[src/rtl/ps2_key_display.sv]
// ps2_key_display: pops PS/2 scan codes (at most 1 byte per 3 cycles, stalls only while ready=0), decodes E0/F0 make/break,
// drives held-key + key-history seven-seg pairs, hex registered 1 cycle after decode; PS2_PRESS_COUNT_EN adds press counter.
module ps2_key_display #(
  parameter int NUM_DIGITS     = 6,
  parameter bit SEG_ACTIVE_LOW = 1'b1
) (
  input  logic                    clk,
  input  logic                    clrn,
  input  logic                    ready,
  input  logic [7:0]              data,
  input  logic                    overflow,
  output logic                    nextdata_n,
  output logic [7*NUM_DIGITS-1:0] hex,
  output logic                    key_down,
  output logic                    key_ext,
  output logic                    ovf_sticky
);

  localparam int NUM_PAIRS = NUM_DIGITS / 2;
`ifdef PS2_PRESS_COUNT_EN
  // Highest pair is taken by the counter, so history gets one pair fewer.
  localparam int HIST_N = (NUM_PAIRS > 1) ? NUM_PAIRS - 2 : 0;
`else
  localparam int HIST_N = NUM_PAIRS - 1;
`endif
  localparam int HIST_W = (HIST_N > 0) ? HIST_N : 1;
  localparam logic [6:0] SEG_BLANK = SEG_ACTIVE_LOW ? 7'h7F : 7'h00;

  typedef enum logic [1:0] {
    HS_IDLE,
    HS_POP,
    HS_SETTLE
  } hs_state_t;

  typedef enum logic [1:0] {
    DEC_BASE,
    DEC_E0,
    DEC_F0,
    DEC_E0F0
  } dec_state_t;

  hs_state_t  hs_state_q;
  logic       nextdata_n_q;
  logic [7:0] byte_q;

  dec_state_t dec_state_q, dec_state_d;
  logic [7:0] cur_q, cur_d;
  logic       cur_vld_q, cur_vld_d;
  logic       key_down_q, key_down_d;
  logic       key_ext_q, key_ext_d;
  logic       ovf_q, ovf_d;
  logic [7:0] hist_q [HIST_W];
  logic [7:0] hist_d [HIST_W];
  logic [HIST_W-1:0] hist_vld_q, hist_vld_d;
  logic [7*NUM_DIGITS-1:0] hex_q, hex_d;
`ifdef PS2_PRESS_COUNT_EN
  logic [7:0] cnt_q, cnt_d;
`endif

  logic is_make, is_break, ev_ext, same_key;

  // The SETTLE cycle gives the keyboard FIFO time to move its read pointer before ready is trusted again.
  always_ff @(posedge clk or negedge clrn) begin
    if (!clrn) begin
      hs_state_q   <= HS_IDLE;
      nextdata_n_q <= 1'b1;
      byte_q       <= 8'h00;
    end else begin
      case (hs_state_q)
        HS_IDLE: begin
          if (ready) begin
            byte_q       <= data;
            hs_state_q   <= HS_POP;
            nextdata_n_q <= 1'b0;
          end
        end
        HS_POP: begin
          hs_state_q   <= HS_SETTLE;
          nextdata_n_q <= 1'b1;
        end
        HS_SETTLE: begin
          hs_state_q   <= HS_IDLE;
          nextdata_n_q <= 1'b1;
        end
        default: begin
          hs_state_q   <= HS_IDLE;
          nextdata_n_q <= 1'b1;
        end
      endcase
    end
  end

  always_comb begin
    dec_state_d = dec_state_q;
    cur_d       = cur_q;
    cur_vld_d   = cur_vld_q;
    key_down_d  = key_down_q;
    key_ext_d   = key_ext_q;
    ovf_d       = ovf_q | overflow;
    hist_d      = hist_q;
    hist_vld_d  = hist_vld_q;
`ifdef PS2_PRESS_COUNT_EN
    cnt_d       = cnt_q;
`endif
    is_make  = 1'b0;
    is_break = 1'b0;
    ev_ext   = 1'b0;

    if (hs_state_q == HS_POP) begin
      case (dec_state_q)
        DEC_BASE: begin
          if (byte_q == 8'hE0)      dec_state_d = DEC_E0;
          else if (byte_q == 8'hF0) dec_state_d = DEC_F0;
          else                      is_make = 1'b1;
        end
        DEC_E0: begin
          if (byte_q == 8'hF0)      dec_state_d = DEC_E0F0;
          else if (byte_q != 8'hE0) begin
            is_make     = 1'b1;
            ev_ext      = 1'b1;
            dec_state_d = DEC_BASE;
          end
        end
        DEC_F0: begin
          is_break    = 1'b1;
          dec_state_d = DEC_BASE;
        end
        default: begin
          is_break    = 1'b1;
          ev_ext      = 1'b1;
          dec_state_d = DEC_BASE;
        end
      endcase
    end

    same_key = cur_vld_q && (byte_q == cur_q) && (ev_ext == key_ext_q);

    // A make of the key already held is typematic repeat; re-pressing the last released key is not.
    if (is_make && !(key_down_q && same_key)) begin
      if (cur_vld_q && !same_key) begin
        hist_d[0]     = cur_q;
        hist_vld_d[0] = 1'b1;
        for (int i = 1; i < HIST_W; i++) begin
          hist_d[i]     = hist_q[i-1];
          hist_vld_d[i] = hist_vld_q[i-1];
        end
      end
      cur_d      = byte_q;
      cur_vld_d  = 1'b1;
      key_ext_d  = ev_ext;
      key_down_d = 1'b1;
`ifdef PS2_PRESS_COUNT_EN
      cnt_d      = cnt_q + 8'd1;
`endif
    end

    if (is_break && key_down_q && same_key) begin
      key_down_d = 1'b0;
    end
  end

  function automatic logic [6:0] seg7(input logic [3:0] n);
    logic [6:0] s;
    case (n)
      4'h0: s = 7'h3F;
      4'h1: s = 7'h06;
      4'h2: s = 7'h5B;
      4'h3: s = 7'h4F;
      4'h4: s = 7'h66;
      4'h5: s = 7'h6D;
      4'h6: s = 7'h7D;
      4'h7: s = 7'h07;
      4'h8: s = 7'h7F;
      4'h9: s = 7'h6F;
      4'hA: s = 7'h77;
      4'hB: s = 7'h7C;
      4'hC: s = 7'h39;
      4'hD: s = 7'h5E;
      4'hE: s = 7'h79;
      default: s = 7'h71;
    endcase
    return SEG_ACTIVE_LOW ? ~s : s;
  endfunction

  function automatic logic [13:0] pair_glyph(input logic [7:0] c);
    return {seg7(c[7:4]), seg7(c[3:0])};
  endfunction

  always_comb begin
    hex_d = {NUM_DIGITS{SEG_BLANK}};
    if (key_down_q) begin
      hex_d[13:0] = pair_glyph(cur_q);
    end
    for (int p = 0; p < HIST_N; p++) begin
      if (hist_vld_q[p]) begin
        hex_d[14*(p+1) +: 14] = pair_glyph(hist_q[p]);
      end
    end
`ifdef PS2_PRESS_COUNT_EN
    hex_d[14*(NUM_PAIRS-1) +: 14] = pair_glyph(cnt_q);
`endif
  end

  always_ff @(posedge clk or negedge clrn) begin
    if (!clrn) begin
      dec_state_q <= DEC_BASE;
      cur_q       <= 8'h00;
      cur_vld_q   <= 1'b0;
      key_down_q  <= 1'b0;
      key_ext_q   <= 1'b0;
      ovf_q       <= 1'b0;
      hist_q      <= '{default: 8'h00};
      hist_vld_q  <= '0;
      hex_q       <= {NUM_DIGITS{SEG_BLANK}};
`ifdef PS2_PRESS_COUNT_EN
      cnt_q       <= 8'h00;
`endif
    end else begin
      dec_state_q <= dec_state_d;
      cur_q       <= cur_d;
      cur_vld_q   <= cur_vld_d;
      key_down_q  <= key_down_d;
      key_ext_q   <= key_ext_d;
      ovf_q       <= ovf_d;
      hist_q      <= hist_d;
      hist_vld_q  <= hist_vld_d;
      hex_q       <= hex_d;
`ifdef PS2_PRESS_COUNT_EN
      cnt_q       <= cnt_d;
`endif
    end
  end

  assign nextdata_n = nextdata_n_q;
  assign hex        = hex_q;
  assign key_down   = key_down_q;
  assign key_ext    = key_ext_q;
  assign ovf_sticky = ovf_q;

endmodule
[config.mk]
export PLATFORM = sky130hd
export DESIGN_NAME = ps2_key_display
export DESIGN_NICKNAME = d
export VERILOG_FILES = /design/src/rtl/ps2_key_display.sv
export SDC_FILE = /design/constraint.sdc
export NUM_CORES = 1
export LEC_CHECK = 0
export BUFFER_PORTS_ARGS = -buffer_cell sky130_fd_sc_hd__clkbuf_2
export CAP_MARGIN = 20
export CORE_MARGIN = 2
export CORE_UTILIZATION = 55
export CTS_BUF_LIST = sky130_fd_sc_hd__clkbuf_2
export DETAILED_ROUTE_END_ITERATION = 10
export PLACE_DENSITY = 0.78
export RECOVER_POWER = 50
export SLEW_MARGIN = 20
export SYNTH_ARGS = -nofsm -noshare
export SYNTH_HDL_FRONTEND = slang
export SYNTH_SLANG_ARGS = --single-unit
export TNS_END_PERCENT = 1
[constraint.sdc]
create_clock -name clk -period 2.7 [get_ports clk]
set_clock_uncertainty 0.2 [all_clocks]
set_input_delay 0.27 -clock clk [delete_from_list [all_inputs] [get_ports clk]]
set_output_delay 0.27 -clock clk [all_outputs]
set_load 0.02 [all_outputs]
=== Word-level counts from Yosys, hierarchy flattened ===
Memories as Yosys holds them, arrays and structs flattened.
Index checks and enable logic that the tools add are counted.

* Eq/ne operators: 11
* Muxes and demuxes: 30
* Bitwise logic cells: 7
* Reductions and logical operators: 17

{| class="wikitable"
|+ Operator list
! kind !! number
|-
| 14-bit two-way mux || 3
|-
| 7-bit two-way mux || 6
|-
| 7-bit NOT || 6
|-
| 8-bit equality test (second input constant) || 2
|-
| 1-bit two-way mux || 12
|-
| 2-bit two-way mux || 5
|-
| 8-bit equality test || 1
|-
| 8-bit != test (second input constant) || 1
|-
| 2-bit one-hot mux with 2 select lines || 2
|-
| 1-bit logical AND || 7
|-
| 3-bit != test (second input constant) || 2
|-
| 2-bit by 1-bit equality test with 1-bit output (second input constant) || 2
|-
| 2-bit logical NOT || 2
|-
| 1-bit one-hot mux with 2 select lines || 2
|-
| 2-bit AND reduction || 2
|-
| 2-bit OR reduction || 2
|-
| 3-bit AND reduction || 1
|-
| 2-bit equality test (second input constant) || 1
|-
| 1-bit logical NOT || 2
|-
| 2-bit != test (second input constant) || 1
|-
| 2-bit nonzero test || 1
|-
| 1-bit equality test || 1
|-
| 1-bit bitwise OR || 1
|}

* Register bits: 85
* Bits in read-only memories: 672
* Output and inout port bits: 46
* Logic and storage cells: 84
* Memories kept: 6

{| class="wikitable"
|+ Memory list
! name !! words !! bits a word !! rd ports !! clocked after memory_dff !! write ports !! line !! text
|-
| (name not given) || 16 || 7 || 1 || 0 || 0 || 164 || <nowiki>case (n)</nowiki>
|-
| (name not given) || 16 || 7 || 1 || 0 || 0 || 164 ||
|-
| (name not given) || 16 || 7 || 1 || 0 || 0 || 164 ||
|-
| (name not given) || 16 || 7 || 1 || 0 || 0 || 164 ||
|-
| (name not given) || 16 || 7 || 1 || 0 || 0 || 164 ||
|-
| (name not given) || 16 || 7 || 1 || 0 || 0 || 164 ||
|}

=== Longest topological paths before layout ===
Gate-level depths: netlist of run 1.

* Depth in word-level cells: 12
* Mapped depth: 7

=== Worst setup path before layout of run 1 ===
OpenSTA, ideal clock, no wires.

* Path type: register -> register
* From: reg byte_q[0]
* To: reg hist_q[10] (netlist name)
* Setup time: 125 ps
* Arrival time: 1917 ps
* Setup slack: 459 ps
* Cell stages (with the launch flop): 6
* Buffers on the path: 0
* Period minus slack after synthesis: 2241 ps
* Cell sequence: dfrtp_1 > nor4_2 > a311oi_2 > xnor2_2 > a311oi_4 > mux2_2

* Cells in the longest elaborated chain, start to end: 11
* Elaborated cells between the ends (all ways): 21
* Those cells by class: 5 x eq/ne; 8 x mux; 8 x reduce/logical

{| class="wikitable"
|+ Ends and longest elaborated chain
! element !! line !! text
|-
| from (decl) || 44 || <nowiki>logic [7:0] byte_q;</nowiki>
|-
| from (signal assigned) || 72 || <nowiki>byte_q <= data;</nowiki>
|-
| 8-bit != test || 118 || <nowiki>else if (byte_q != 8'hE0) begin</nowiki>
|-
| 1-bit two-way mux || 118 ||
|-
| 1-bit two-way mux || 117 || <nowiki>if (byte_q == 8'hF0) dec_state_d = DEC_E0F0;</nowiki>
|-
| 1-bit one-hot mux with 2 select lines || 110 || <nowiki>case (dec_state_q)</nowiki>
|-
| 1-bit two-way mux || 109 || <nowiki>if (hs_state_q == HS_POP) begin</nowiki>
|-
| 1-bit equality test || 136 || <nowiki>same_key = cur_vld_q && (byte_q == cur_q) && (ev_ext == key_ext_q);</nowiki>
|-
| 1-bit logical AND || 136 ||
|-
| 1-bit logical AND || 139 || <nowiki>if (is_make && !(key_down_q && same_key)) begin</nowiki>
|-
| 1-bit logical NOT || 139 ||
|-
| 1-bit logical AND || 139 ||
|-
| 2-bit AND reduction (no source line) (*) || - ||
|-
| to (signal assigned) || 225 || <nowiki>hist_q <= hist_d;</nowiki>
|-
| to (decl) || 52 || <nowiki>logic [7:0] hist_q [HIST_W];</nowiki>
|}

Mark *: on every way between the ends. The rest lies on a longest branch, timed or not.
A chain may end at the register's enable or synchronous reset.

=== Final worst setup path of run 1 ===
Same ends and word-level chain as after synthesis.

==> results by group, run 1 <==
Outcome
  • Run status: completed

Global route
  • Number of antenna violations at the first check in global routing: 0
  • Pin count of the biggest net entering global routing: 45
  • Global-route wire length before repair: 13.46 mm
  • Via count of the first global-routing pass: 2860
  • Remaining global-route overflow: 0
  • Global Route Usage Sum: 19.52%

Detailed routing
  • Via Count: 3046
  • Met2 wire len: 3.667 mm
  • Average via count per standard cell: 5.344
  • DRC viols: 0
  • Residual antenna-violating net count after detailed routing: 0
  • Mean routed wirelength per cell: 13.40 um
  • Met3 wire length: 320 um
  • Highest metal layer with signal wires: met4
  • Met1 routed wirelength after detailed routing: 3.534 mm
  • DRT Pass-1 Iters: 5
  • Starting DRC count in detailed routing: 129
  • Sum of routed wire length over all layers: 7.637 mm

Timing
  • Count of endpoints failing setup in the final report: 0
  • Max Clock Freq: 0.4064 GHz
  • RSZ-0062 raised after global routing: no
  • Worst hold slack: 0.2018 ns
  • Relative slew slack: 36.27%
  • Fin. Hold Viols: 0
  • Actual transition at the worst max-transition pin: 0.9560 ns
  • Final count of pins violating max slew: 0
  • Fraction of the cycle the final worst path needs: 91.14%
  • Min cycle time layout: 2.461 ns
  • Total negative setup slack: 0 ns

Die
  • Die extent in y: 93.21 um
  • Width of the die: 93.21 um
  • Starting Density: 56.64%
  • Count of standard-cell rows: 32
  • Total die area: 8687 um^2
  • Area of the placeable core: 7727 um^2
  • Number of primary I/O pins: 58

Placed design
  • Area after detailed placement: 4760 um^2
  • Routability congestion estimate from global placement: 0.8801
  • Number of placed instances, taps included: 543
  • DP HPWL: 5.518 mm
  • Buffers on Ports: 57

Synth
  • Synth Flop Type: sky130_fd_sc_hd__dfstp_2
  • Register bit count reported by yosys: 85
  • Post-synthesis cell type count: 42
  • Post-Syn Area: 4377 um^2
  • Net Count, Synth: 440
  • Warnings, synthesis: 0
  • Mean instance size in the synthesized netlist: 11.00 um^2
  • Portion of the post-synthesis area used by sequential elements: 49.83%
  • Number of flops mapped to enable cells by yosys: 0
  • Cells after synthesis: 398
  • Synth async-reset ratio: 100.0%

Critical path
  • Crit-path slowest cell: sky130_fd_sc_hd__dfrtp_1
  • Largest fanout on the critical path: 18
  • Capturing element type of the critical path: flip-flop
  • Sequence of cells on the critical path: nor4_2, a311oi_2, xnor2_2, a311oi_4, buf_4, mux2_2
  • Required time of the worst setup path: 2.93 ns
  • Crit path from: byte_q[0]
  • CP max stage delay: 0.46 ns
  • Endpoint arrival time on the critical path: 2.69 ns
  • Startpoint types: flip-flop
  • Startpoint of the worst-slack reg-to-reg timing path: byte_q[0]
  • Critical path class: flip-flop to flip-flop

Power
  • Static leakage: 0.002224 uW
  • Pwr per Cell Area: 1220 nW/um^2
  • Max rail drop VDD: 0.5587 mV

Cells and area
  • Number of antenna repair diodes: 0
  • Area added between synthesis and finish: 13.41%
  • Final nets: 505
  • Fraction of the core area covered by cells at the end of the flow: 64.23%
  • Share of cells above drive strength 1: 32.69%
  • Finished Layout Cells: 570
  • Final std cell area, no fill: 4964 um^2

Clock network
  • Clk pin slew, worst setup/hold paths: 0.22 ns
  • CTS HTree Levels: 3
  • Maximum buffer depth of the clock tree: 2
  • Number of post-CTS setup repair buffers: 0
  • Clock tree sinks: 85
  • Root buffer selected by CTS: sky130_fd_sc_hd__clkbuf_2
  • CTS tree: done
  • Inserted Clock Buffers: 9
  • Clock latency reported for the late side of the worst-skew pair: 0.53 ns

Flow run
  • # Max-Cap Violations: 0

Min path
  • Path class of the lowest-slack min-delay path: input port to async pin
## registers in the layout, indices dropped and copies added (netlist names)
register,flops
byte_q,8
cur_q,8
cur_vld_q,1
dec_state_q,2
hex,42
hist_q,16
hist_vld_q,2
hs_state_q,2
key_down,1
key_ext,1
nextdata_n,1
ovf_sticky,1
## path summary, 6_finish.rpt
| path | end | slack [ns] | depth (start not counted) |
|---|---|---|---|
| worst max-delay path | hist_q[10] | 0.24 | 6 |
| worst min register to register | ovf_sticky | 0.30 | 1 |
| worst max register to register | hist_q[10] | 0.24 | 6 |
| max in group asynchronous | hist_q[10] | 0.85 | 3 |
| min in group clk | nextdata_n | 0.22 | 3 |
| worst min-delay path | ovf_sticky | 0.20 | 2 |
## routing by layer
layer	GRT usage [%]	vias up
met3	4.271	9
met2	31.28	66
li1	-	1504
met5	0	-
met1	26.46	1467
met4	6.740	0
## layout by cell type (no fill, tap or decap), types with 5 or more instances in the layout
| master | count |
|---|---|
| sky130_fd_sc_hd__inv_1 | 31 |
| sky130_fd_sc_hd__nor2_1 | 19 |
| sky130_fd_sc_hd__a21oi_1 | 10 |
| sky130_fd_sc_hd__dfstp_2 | 42 |
| sky130_fd_sc_hd__nand3_1 | 10 |
| sky130_fd_sc_hd__dlygate4sd3_1 | 11 |
| sky130_fd_sc_hd__nand2_1 | 37 |
| sky130_fd_sc_hd__o211ai_1 | 18 |
| sky130_fd_sc_hd__ha_1 | 30 |
| sky130_fd_sc_hd__mux2_2 | 25 |
| sky130_fd_sc_hd__buf_4 | 5 |
| sky130_fd_sc_hd__o21ai_0 | 26 |
| sky130_fd_sc_hd__a31oi_1 | 5 |
| sky130_fd_sc_hd__mux2i_1 | 19 |
| sky130_fd_sc_hd__nor2b_1 | 11 |
| sky130_fd_sc_hd__clkbuf_2 | 68 |
| sky130_fd_sc_hd__o311ai_0 | 9 |
| sky130_fd_sc_hd__dfrtp_1 | 42 |
| sky130_fd_sc_hd__xor2_1 | 5 |
## timing repair
action                    in CTS  in global routing
gates resized for setup        0                  0
hold endpoints to repair      87                  0
hold buffers                  11                  0
## cell usage after synthesis (2+ instances only)
| library cell | instances | area, um^2 |
|---|---|---|
| sky130_fd_sc_hd__xor2_1 | 5 | 43.79 |
| sky130_fd_sc_hd__xnor2_1 | 4 | 35.03 |
| sky130_fd_sc_hd__o21ai_0 | 26 | 130.1 |
| sky130_fd_sc_hd__mux4_2 | 2 | 45.04 |
| sky130_fd_sc_hd__nand3_1 | 10 | 50.05 |
| sky130_fd_sc_hd__clkbuf_1 | 16 | 60.06 |
| sky130_fd_sc_hd__nor2b_1 | 11 | 68.82 |
| sky130_fd_sc_hd__nor2_1 | 19 | 71.32 |
| sky130_fd_sc_hd__inv_1 | 31 | 116.4 |
| sky130_fd_sc_hd__nand2b_1 | 3 | 18.77 |
| sky130_fd_sc_hd__buf_1 | 3 | 11.26 |
| sky130_fd_sc_hd__nor3b_1 | 4 | 30.03 |
| sky130_fd_sc_hd__dfrtp_1 | 42 | 1051 |
| sky130_fd_sc_hd__nand2_1 | 37 | 138.9 |
| sky130_fd_sc_hd__o311ai_0 | 9 | 78.83 |
| sky130_fd_sc_hd__mux2i_1 | 19 | 190.2 |
| sky130_fd_sc_hd__nand4_1 | 2 | 12.51 |
| sky130_fd_sc_hd__mux2_2 | 25 | 281.5 |
| sky130_fd_sc_hd__ha_1 | 30 | 375.4 |
| sky130_fd_sc_hd__nor3_1 | 3 | 15.01 |
| sky130_fd_sc_hd__or2_2 | 2 | 12.51 |
| sky130_fd_sc_hd__a21oi_1 | 10 | 50.05 |
| sky130_fd_sc_hd__a31oi_1 | 5 | 31.28 |
| sky130_fd_sc_hd__o211ai_1 | 18 | 135.1 |
| sky130_fd_sc_hd__dfstp_2 | 43 | 1130 |
| sky130_fd_sc_hd__buf_2 | 2 | 10.01 |
| sky130_fd_sc_hd__a211oi_1 | 2 | 15.01 |
## per-stage QoR
stage	power, uW	setup slack [ns]
2_1_floorplan	4695	0.4587
3_3_place_gp	5309	0.3294
3_5_place_dp	5454	0.2679
4_1_cts	6097	0.2371
5_1_grt	6597	0.09531
6_report	6054	0.2392
## final cells by class
| class | count | area (um^2) |
|---|---|---|
| clock buffers | 11 | 55.05 |
| repair buffers | 76 | 444.2 |
| well taps | 102 | 127.6 |
| fillers | 606 | 2764 |
| clock inverters | 5 | 52.55 |
| inverters | 31 | 116.4 |
| flip-flops and latches | 85 | 2181 |
| multi-input cells | 260 | 1987 |
## worst max-delay path: cells and delay by family (launching register included)
| kind | cells | cell delay, ns |
|---|---|---|
| DFF | 1 | 0.46 |
| and+or+nand+nor | 1 | 0.42 |
| AOI/OAI and AO/OA | 2 | 0.40 |
| muxes | 1 | 0.37 |
| buffers and inverters | 1 | 0.31 |
| xor gates and xnor gates | 1 | 0.21 |
## report_power, final
part	internal (uW)	switching, uW
sequential	2000	512
combinational	1260	1650
clock	215	419
total	3470	2580
## logic make-up after synthesis
logic type      synth area share, %
fa+ha+maj                     8.576
flops                         49.83
mux                           11.81
simple gates                  10.66
buf+inv                       4.774
compound gates                12.18
xor+xnor                      2.173
(Power assumes the default switching activity.)
==> run 2, diff against run 1 <==
--- a/config.mk
+++ b/config.mk
@@ -7,6 +7,7 @@
 export LEC_CHECK = 0
 export BUFFER_PORTS_ARGS = -buffer_cell sky130_fd_sc_hd__clkbuf_2
 export CAP_MARGIN = 20
+export CORE_ASPECT_RATIO = 1.4
 export CORE_MARGIN = 2
 export CORE_UTILIZATION = 55
 export CTS_BUF_LIST = sky130_fd_sc_hd__clkbuf_2
==> run 2 against run 1 <==
The run now ends with max-capacitance violations, max-slew violations left. Sequential share of layout area about the same. Clock power down 2%. Sequential cell count unchanged. Critical path type unchanged. Largest cell class unchanged.
==> results by group, run 2 (same netlist as run 1, synthesis figures left out) <==
Clock network
  • Number of post-CTS setup repair buffers: 0
  • Root buffer selected by CTS: sky130_fd_sc_hd__clkbuf_2
  • Inserted Clock Buffers: 9
  • Clock latency reported for the late side of the worst-skew pair: 0.55 ns
  • CTS hold repair buffers: 11
  • Number of cells upsized or downsized after cts: 0
  • Clk pin slew, worst setup/hold paths: 0.22 ns
  • Maximum buffer depth of the clock tree: 2
  • CTS HTree Levels: 3
  • Clock tree sinks: 85
  • CTS tree: done

Global route
  • Via count of the first global-routing pass: 2860
  • Global Route Usage Sum: 18.83%
  • Global-route wire length before repair: 12.69 mm
  • Number of antenna violations at the first check in global routing: 0
  • Pin count of the biggest net entering global routing: 70
  • Remaining global-route overflow: 0

Detailed routing
  • DRT Pass-1 Iters: 4
  • Average via count per standard cell: 5.430
  • DRC viols: 0
  • Residual antenna-violating net count after detailed routing: 0
  • Mean routed wirelength per cell: 13.43 um
  • Sum of routed wire length over all layers: 7.627 mm
  • Starting DRC count in detailed routing: 158
  • Via Count: 3084

Cells and area
  • Number of antenna repair diodes: 0
  • Share of cells above drive strength 1: 32.69%
  • Final nets: 505
  • Flip-flop and latch area: 2181 um^2
  • Area added between synthesis and finish: 13.32%
  • Flip-flop count of the largest register after layout: 42
  • Commonest cells after routing, fill and taps aside: 66 x sky130_fd_sc_hd__clkbuf_2, 43 x sky130_fd_sc_hd__dfstp_2, 42 x sky130_fd_sc_hd__dfrtp_1
  • Footprint of the multi-input gates: 1987 um^2
  • Most common cell after layout, fill and taps aside: sky130_fd_sc_hd__clkbuf_2
  • Number of fill cells: 640

Critical path
  • Capturing element type of the critical path: flip-flop
  • Critical path class: flip-flop to flip-flop
  • Reg-to-reg setup timing slack: 0.27 ns
  • Endpoint arrival time on the critical path: 2.69 ns
  • CP max stage delay: 0.47 ns
  • Count of cells along the worst register-to-register path: 5
  • Crit-path slowest cell: sky130_fd_sc_hd__dfrtp_1
  • Sequence of cells on the critical path: nor4_2, a311oi_2, xnor2_2, a41oi_2, mux2_2
  • Largest fanout on the critical path: 8
  • Required time of the worst setup path: 2.96 ns
  • Startpoint types: flip-flop
  • Startpoint of the worst-slack reg-to-reg timing path: byte_q[0]
  • Worst flop-to-flop path endpoint: cur_q[7]

Min path
  • Origin of the worst min-delay path: ready
  • Path class of the lowest-slack min-delay path: input port to flip-flop
  • Sink of the worst hold path: nextdata_n
  • Cells on Worst Hold Path: 3

Timing
  • Count of endpoints failing setup in the final report: 0
  • RSZ-0062 raised after global routing: no
  • PnR worst setup slack: 0.2667 ns
  • Final count of pins violating max slew: 70
  • Total negative setup slack: 0 ns
  • Relative slew slack: -6.874%
  • Max Clock Freq: 0.4110 GHz
  • Fraction of the cycle the final worst path needs: 90.12%
  • Min cycle time layout: 2.433 ns
  • Fin. Hold Viols: 0
  • Actual transition at the worst max-transition pin: 1.603 ns

Die
  • Starting Density: 56.47%
  • Count of standard-cell rows: 38
  • Total die area: 8697 um^2
  • Number of primary I/O pins: 58
  • Die extent in y: 109.6 um
  • Area of the placeable core: 7750 um^2
  • Width of the die: 79.39 um

Flow run
  • # Max-Cap Violations: 1

Placed design
  • Worst slack at placement: 0.3164 ns
  • DP HPWL: 5.371 mm
  • Routability congestion estimate from global placement: 0.8306
  • Buffers on Ports: 57

Power
  • Max rail drop VDD: 0.7024 mV
  • Static leakage: 0.002227 uW
  • Combinational fraction of design power: 48.1%
  • Internal power: 3466 uW
  • Pwr per Cell Area: 1215 nW/um^2
  • Sequential Power Share: 41.6%
  • Fraction of power consumed by the clock network: 10.3%
  • Switching share of power: 42.48%
  • Power dissipated by switching net loads: 2559 uW

Outcome
  • Failing checks: max-capacitance violations, max-slew violations
  • Run status: finished, violations left
run 2: stage by stage:
stage | util (%) | std cells | total power (uW) | hold slack [ns] | instance area (um^2)
global placement | 61.38 | 541 | 5326 | 0.2142 | 4757
global route | 64.00 | 568 | 6542 | 0.1797 | 4960
floorplan | - | 398 | 4695 | -0.2256 | 4377
detailed placement | 61.38 | 541 | 5447 | 0.2236 | 4757
finish | 64.00 | 568 | 6026 | 0.2062 | 4960
CTS | 64.14 | 568 | 6082 | 0.1228 | 4971
run 2: worst max-delay path: cells and delay by family (launching register included):
kind / cells / cell delay, ns
simple gates: 1 / 0.42
mux: 1 / 0.40
xor+xnor: 1 / 0.20
compound gates: 2 / 0.65
flops: 1 / 0.47
run 2: worst max-delay path by stage:
| stage | from | to | slack (ns) |
|---|---|---|---|
| after floorplan | byte_q[0] | hist_q[10] | 0.46 |
| after global placement | byte_q[0] | cur_q[0] | 0.34 |
| after detailed placement | byte_q[0] | cur_q[7] | 0.32 |
| after CTS | byte_q[0] | cur_q[7] | 0.27 |
| after global routing | byte_q[0] | hist_q[9] | 0.14 |
| final | byte_q[0] | cur_q[7] | 0.27 |
run 2: cell type report:
cell class                 instances  area share (%)
tap                              100           2.523
inverter                          31           2.346
clock inverter                     6           1.085
multi-input combinational        260           40.06
timing repair buffer              76           9.006
clock buffer                      10           1.009
sequential                        85           43.97
run 2: power groups by stage:
stage | combinational, uW | clock [uW] | sequential [uW]
final | 2900 | 620 | 2510
after global routing | 3250 | 690 | 2600
after CTS | 2930 | 640 | 2520
after detailed placement | 2900 | 0 | 2550
after global placement | 2820 | 0 | 2510
after floorplan | 1980 | 0 | 2720
run 2: routing by layer:
metal	part of all wire, %	GRT usage (%)	vias to the layer above
met4	2.2	8.498	0
met1	43	22.20	1502
met2	51	32.81	64
met5	0	0	-
li1	-	-	1505
met3	3.9	4.187	13
